`src/rtl/pid_pkg.sv`:
```
`default_nettype none
// ============================================================================
// pid_pkg : shared defaults and order-checker state encodings for the demux
// Rev 1.0 : initial release
// ============================================================================
package pid_pkg;

  localparam int DEFAULT_DATA_W = 16;
  localparam int DEFAULT_DEPTH  = 2;

  typedef enum logic {
    EXPECT_CH0 = 1'b0,
    EXPECT_CH1 = 1'b1
  } order_state_t;

endpackage
`default_nettype wire

```
`src/rtl/pid_sample_demux_if.sv`:
```
`default_nettype none
// ============================================================================
// pid_sample_demux_if : valid/ready word stream used between demux and FIFOs
// Rev 1.0 : initial release
// ============================================================================
interface pid_sample_demux_if #(
  parameter int DATA_W = 16
);
  logic [DATA_W-1:0] data;
  logic              valid;
  logic              ready;

  modport master (output data, output valid, input  ready);
  modport slave  (input  data, input  valid, output ready);
endinterface
`default_nettype wire

```
`src/rtl/pid_demux_fifo.sv`:
```
`default_nettype none
// ============================================================================
// pid_demux_fifo : one-clock FIFO, valid/ready on both sides, DEPTH 2 or 4
// Rev 1.0 : initial release
// ============================================================================
module pid_demux_fifo
  import pid_pkg::*;
#(
  parameter int DATA_W = DEFAULT_DATA_W,
  parameter int DEPTH  = DEFAULT_DEPTH
) (
  input  wire logic          clk,
  input  wire logic          rst_n,
  pid_sample_demux_if.slave  push,
  pid_sample_demux_if.master pop
);

  localparam int PTR_W = $clog2(DEPTH);
  localparam int CNT_W = PTR_W + 1;
  localparam logic [CNT_W-1:0] FULL_CNT = CNT_W'(DEPTH);

  logic [DATA_W-1:0] mem [DEPTH];
  logic [PTR_W-1:0]  wr_ptr;
  logic [PTR_W-1:0]  rd_ptr;
  logic [CNT_W-1:0]  count;
  logic              empty;
  logic              full;
  logic              do_push;
  logic              do_pop;

  assign empty     = (count == '0);
  assign full      = (count == FULL_CNT);
  assign pop.valid = !empty;
  assign pop.data  = mem[rd_ptr];
  assign do_pop    = pop.valid && pop.ready;
  // A pop frees a slot this same edge, so a full FIFO still takes a word.
  assign push.ready = !full || do_pop;
  assign do_push    = push.valid && push.ready;

  always_ff @(posedge clk or negedge rst_n) begin
    if (!rst_n) begin
      wr_ptr <= '0;
      rd_ptr <= '0;
      count  <= '0;
    end else begin
      if (do_push) wr_ptr <= wr_ptr + PTR_W'(1);
      if (do_pop)  rd_ptr <= rd_ptr + PTR_W'(1);
      case ({do_push, do_pop})
        2'b10:   count <= count + CNT_W'(1);
        2'b01:   count <= count - CNT_W'(1);
        default: count <= count;
      endcase
    end
  end

  always_ff @(posedge clk) begin
    if (do_push) mem[wr_ptr] <= push.data;
  end

endmodule
`default_nettype wire

```
`src/rtl/pid_sample_demux.sv`:
```
`default_nettype none
// ============================================================================
// pid_sample_demux : splits a tagged word stream into two buffered channels
// Optional order checker compiled in with macro PID_DEMUX_ORDER_CHECK_EN
// Rev 1.0 : initial release
// ============================================================================
module pid_sample_demux
  import pid_pkg::*;
#(
  parameter int DATA_W = DEFAULT_DATA_W,
  parameter int DEPTH  = DEFAULT_DEPTH
) (
  input  wire logic              clk,
  input  wire logic              rst_n,
  input  wire logic [DATA_W-1:0] in_data,
  input  wire logic              in_sel,
  input  wire logic              in_valid,
  output logic                   in_ready,
  output logic [DATA_W-1:0]      out0_data,
  output logic                   out0_valid,
  input  wire logic              out0_ready,
  output logic [DATA_W-1:0]      out1_data,
  output logic                   out1_valid,
  input  wire logic              out1_ready,
  output logic                   order_err
);

  pid_sample_demux_if #(.DATA_W(DATA_W)) ch0_in  ();
  pid_sample_demux_if #(.DATA_W(DATA_W)) ch0_out ();
  pid_sample_demux_if #(.DATA_W(DATA_W)) ch1_in  ();
  pid_sample_demux_if #(.DATA_W(DATA_W)) ch1_out ();

  // in_sel=1 addresses channel 0, in_sel=0 addresses channel 1.
  assign ch0_in.data  = in_data;
  assign ch0_in.valid = in_valid && in_sel;
  assign ch1_in.data  = in_data;
  assign ch1_in.valid = in_valid && !in_sel;
  assign in_ready     = in_sel ? ch0_in.ready : ch1_in.ready;

  assign out0_data     = ch0_out.data;
  assign out0_valid    = ch0_out.valid;
  assign ch0_out.ready = out0_ready;
  assign out1_data     = ch1_out.data;
  assign out1_valid    = ch1_out.valid;
  assign ch1_out.ready = out1_ready;

  pid_demux_fifo #(.DATA_W(DATA_W), .DEPTH(DEPTH)) u_ch0_fifo (
    .clk   (clk),
    .rst_n (rst_n),
    .push  (ch0_in.slave),
    .pop   (ch0_out.master)
  );

  pid_demux_fifo #(.DATA_W(DATA_W), .DEPTH(DEPTH)) u_ch1_fifo (
    .clk   (clk),
    .rst_n (rst_n),
    .push  (ch1_in.slave),
    .pop   (ch1_out.master)
  );

`ifdef PID_DEMUX_ORDER_CHECK_EN
  order_state_t state_q;
  order_state_t state_d;
  logic         err_q;
  logic         err_d;
  logic         accept;

  assign accept    = in_valid && in_ready;
  assign order_err = err_q;

  always_ff @(posedge clk or negedge rst_n) begin
    if (!rst_n) begin
      state_q <= EXPECT_CH0;
      err_q   <= 1'b0;
    end else begin
      state_q <= state_d;
      err_q   <= err_d;
    end
  end

  // Next state is always the opposite of the channel just received,
  // which both advances on a match and resynchronises on a mismatch.
  always_comb begin
    state_d = state_q;
    err_d   = err_q;
    if (accept) begin
      if (in_sel != (state_q == EXPECT_CH0)) err_d = 1'b1;
      state_d = in_sel ? EXPECT_CH1 : EXPECT_CH0;
    end
  end
`else
  assign order_err = 1'b0;
`endif

endmodule
`default_nettype wire
```
`config.mk`:
```
export PLATFORM = sky130hd
export DESIGN_NAME = pid_sample_demux
export DESIGN_NICKNAME = d
export VERILOG_FILES = /design/src/rtl/pid_pkg.sv /design/src/rtl/pid_sample_demux_if.sv /design/src/rtl/pid_demux_fifo.sv /design/src/rtl/pid_sample_demux.sv
export SDC_FILE = /design/constraint.sdc
export NUM_CORES = 1
export LEC_CHECK = 0
export BUFFER_PORTS_ARGS = -buffer_cell sky130_fd_sc_hd__buf_2
export CAP_MARGIN = 30
export CORE_ASPECT_RATIO = 0.9
export CORE_MARGIN = 2
export CORE_UTILIZATION = 43
export DETAILED_ROUTE_END_ITERATION = 10
export PLACE_DENSITY = 0.78
export REMOVE_ABC_BUFFERS = 1
export SLEW_MARGIN = 0
export SYNTH_ARGS = -nofsm -noshare
export SYNTH_HDL_FRONTEND = slang
export SYNTH_SLANG_ARGS = --single-unit
```
`constraint.sdc`:
```
create_clock -name clk -period 2 [get_ports clk]
set_input_delay 0 -clock clk [delete_from_list [all_inputs] [get_ports clk]]
set_output_delay 0 -clock clk [all_outputs]
set_load 0.05 [all_outputs]
```
==> impl_metrics.toml <==
[timing]
setup_ws_ns = 0.157
fmax_ghz = 0.543
finalHoldViolCount = 0
fin_crit_sh_pct = 92.1
fin_crit_ns = 1.84
drv_slew = 0
setup_viol = 0
fin_tns_setup_ns = 0
maxSlewHeadroom_pct = 44.7
rsz0062_at_grt = "false"
fin_hold_ws_ns = 0.0263
fin_skew_ns = 0.00596
worst_slew_pin_slew_ns = 0.830

[logic_synthesis]
postSynthCellCount = 152
synth_top_area_share_pct = 69.3
synthFlopType = "edfxtp_1"
syn_avg_cell_area_um2 = 18.3
synth_top_area_cell = "edfxtp_1"
synth_edf_count = 64
synth-seq-area-share_pct = 76.5
async_reset_ff_share_pct = 11.1
yosysWarnings = 0
yosys-top-cells-area = "edfxtp_1 69%, mux2_2 13%, dfrtp_1 7.2%"
synth_seq_cells = 72
synth_cell_type_count = 28
syn-cell-area_um2 = 2780

[hold_path]
worstHoldPathType = "in2async"

[layout]
fin_util_pct = 57.7
nFillCells = 498
drive_above_1_share_pct = 46.5
final_nets = 260
antenna_cells = 0
final_area_um2 = 3570
area_growth_pct = 28.6
finalNonFillerCells = 330

[floorplanning]
initial_core_util_pct = 44.9
dieArea_um2 = 7110
coreArea_um2 = 6180
placementRows = 27
io_pins = 58
die_h_um = 80.2
die_w_um = 88.7

[worst_setup_path]
rrSetupSlack_ns = 0.16
cp.arrival_ns = 1.81
timing.critical_path.buf_inv = 0
worstPathRequired_ns = 1.97
slowest_stage = "and2_1"
endpoint_kind = "register"
path_delay_family = "simple AND/OR/NAND/NOR gates"
worstPathMaxFanout = 16
path_class = "reg2reg"
path_cells = "nor3b_1 > nor2_1 > and2_1"
cp-start-kind = "register"
slowest_delay_ns = 0.69

[place]
placed_area_um2 = 3170
place_worst_setup_slack_ns = 0.135
place_inst = 294
place.gp.congestion = 0.781
io_buffers = 56
dpl.hpwl_um = 3240

[drt]
totalWireLength_um = 5080
dr.first_iter.drc_count = 82
drc = 0
drt_pass1_iterations = 4
wl_per_cell_um = 15.4
routed-via-count = 1555
avgViaCountPerCell = 4.71
antenna_left = 0

[power]
powerDensity_nw_per_um2 = 1390
ir_worst_vdd_v = 0.000770
power_mw = 4.96
power.leakage_nw = 1.33

[clock_tree]
h-tree-depth = 3
cts-root-buf = "clkbuf_8"
cts_max_path_buffers = 2
cts_made_buffers = 9
tritoncts = "built"
cts.clk_slew.worst_paths_ns = 0.08
ctsResizeCount = 0
cts.sinks = 72
clk_latency_ns = 0.34

[grt]
grt_pass1_wl_um = 7980
grt_max_degree = 18
grtUsageTotal_pct = 15.7
grt_pass1_vias = 1634
antenna_found_initial = 0
grt_overflow = 0

[run_status]
status = "finished clean"

[run]
drv_cap = 0
-- per-layer routing --
layer	GRT usage, %	routed length (um)	vias up
met4	4.09	16	0
li1	-	-	743
met2	26.6	2600	51
met1	18.3	2150	757
met3	6.68	309	4
met5	0	0	-
-- logic make-up after synthesis --
kind of cell,after synthesis,share of synthesized area [%]
simple gates,22,4.37
xor+xnor,5,1.58
mux,32,13.0
buf+inv,9,1.80
other cells,1,0.135
flops,72,76.5
compound gates,11,2.66
-- worst paths after layout --
path,start,endpoint,cells after the start
worst min register to register,u_ch0_fifo.rd_ptr,u_ch0_fifo.rd_ptr,1
max in group asynchronous,rst_n,u_ch1_fifo.rd_ptr,2
worst max register to register,u_ch0_fifo.count[1],u_ch0_fifo.mem[1][13],3
worst min-delay path,rst_n,u_ch0_fifo.count[1],2
min in group clk,in_sel,u_ch0_fifo.count[1],3
worst max-delay path,u_ch0_fifo.count[1],u_ch0_fifo.mem[1][13],3
-- cells in the final DEF, fill, tap and decap left out, types with 2 or more instances in the layout --
master         instances
a211oi_1               2
clkinv_4               2
buf_4                  5
dfrtp_1                8
xnor2_1                3
nor2_1                 4
buf_2                 56
clkinvlp_4             3
nand2_1                5
a21oi_1                5
nor2b_1                2
inv_1                  3
edfxtp_1              64
mux2_2                32
dlygate4sd3_1         20
xor2_1                 2
clkbuf_8               9
and2_1                 2
-- final cells by class --
type	instances	area (um^2)	area share (%)
sequential	72	2120	59.5
multi-input combinational	71	611	17.1
timing repair buffer	81	518	14.5
clock buffer	10	128	3.58
tap	87	109	3.05
clock inverter	6	70.1	1.96
inverter	3	11.3	0.316
-- timing repair --
item                                   CTS  global route
hold buffers                            20             0
endpoints found under the hold margin   76             0
setup buffers                            0             0
-- synthesized netlist by cell type (2+ instances only) --
cell type and n:
inv_1 3, and2_1 2, dfrtp_1 8, xnor2_1 3
a211oi_1 2, edfxtp_1 64, nor2b_1 3, a21oi_1 5
xor2_1 2, nand2_1 5, buf_2 4, nor2_1 4
mux2_2 32
-- where the power goes --
group / internal, mW / switching, mW
registers: 1.86 / 0.0877
logic: 0.574 / 1.33
clock network: 0.580 / 0.527
-- state kept, by name, indices dropped and copies added (netlist names) --
| signal | cells |
|---|---|
| u_ch0_fifo.count | 2 |
| u_ch0_fifo.mem | 32 |
| u_ch0_fifo.rd_ptr | 1 |
| u_ch0_fifo.wr_ptr | 1 |
| u_ch1_fifo.count | 2 |
| u_ch1_fifo.mem | 32 |
| u_ch1_fifo.rd_ptr | 1 |
| u_ch1_fifo.wr_ptr | 1 |
(Power assumes the default switching activity.)
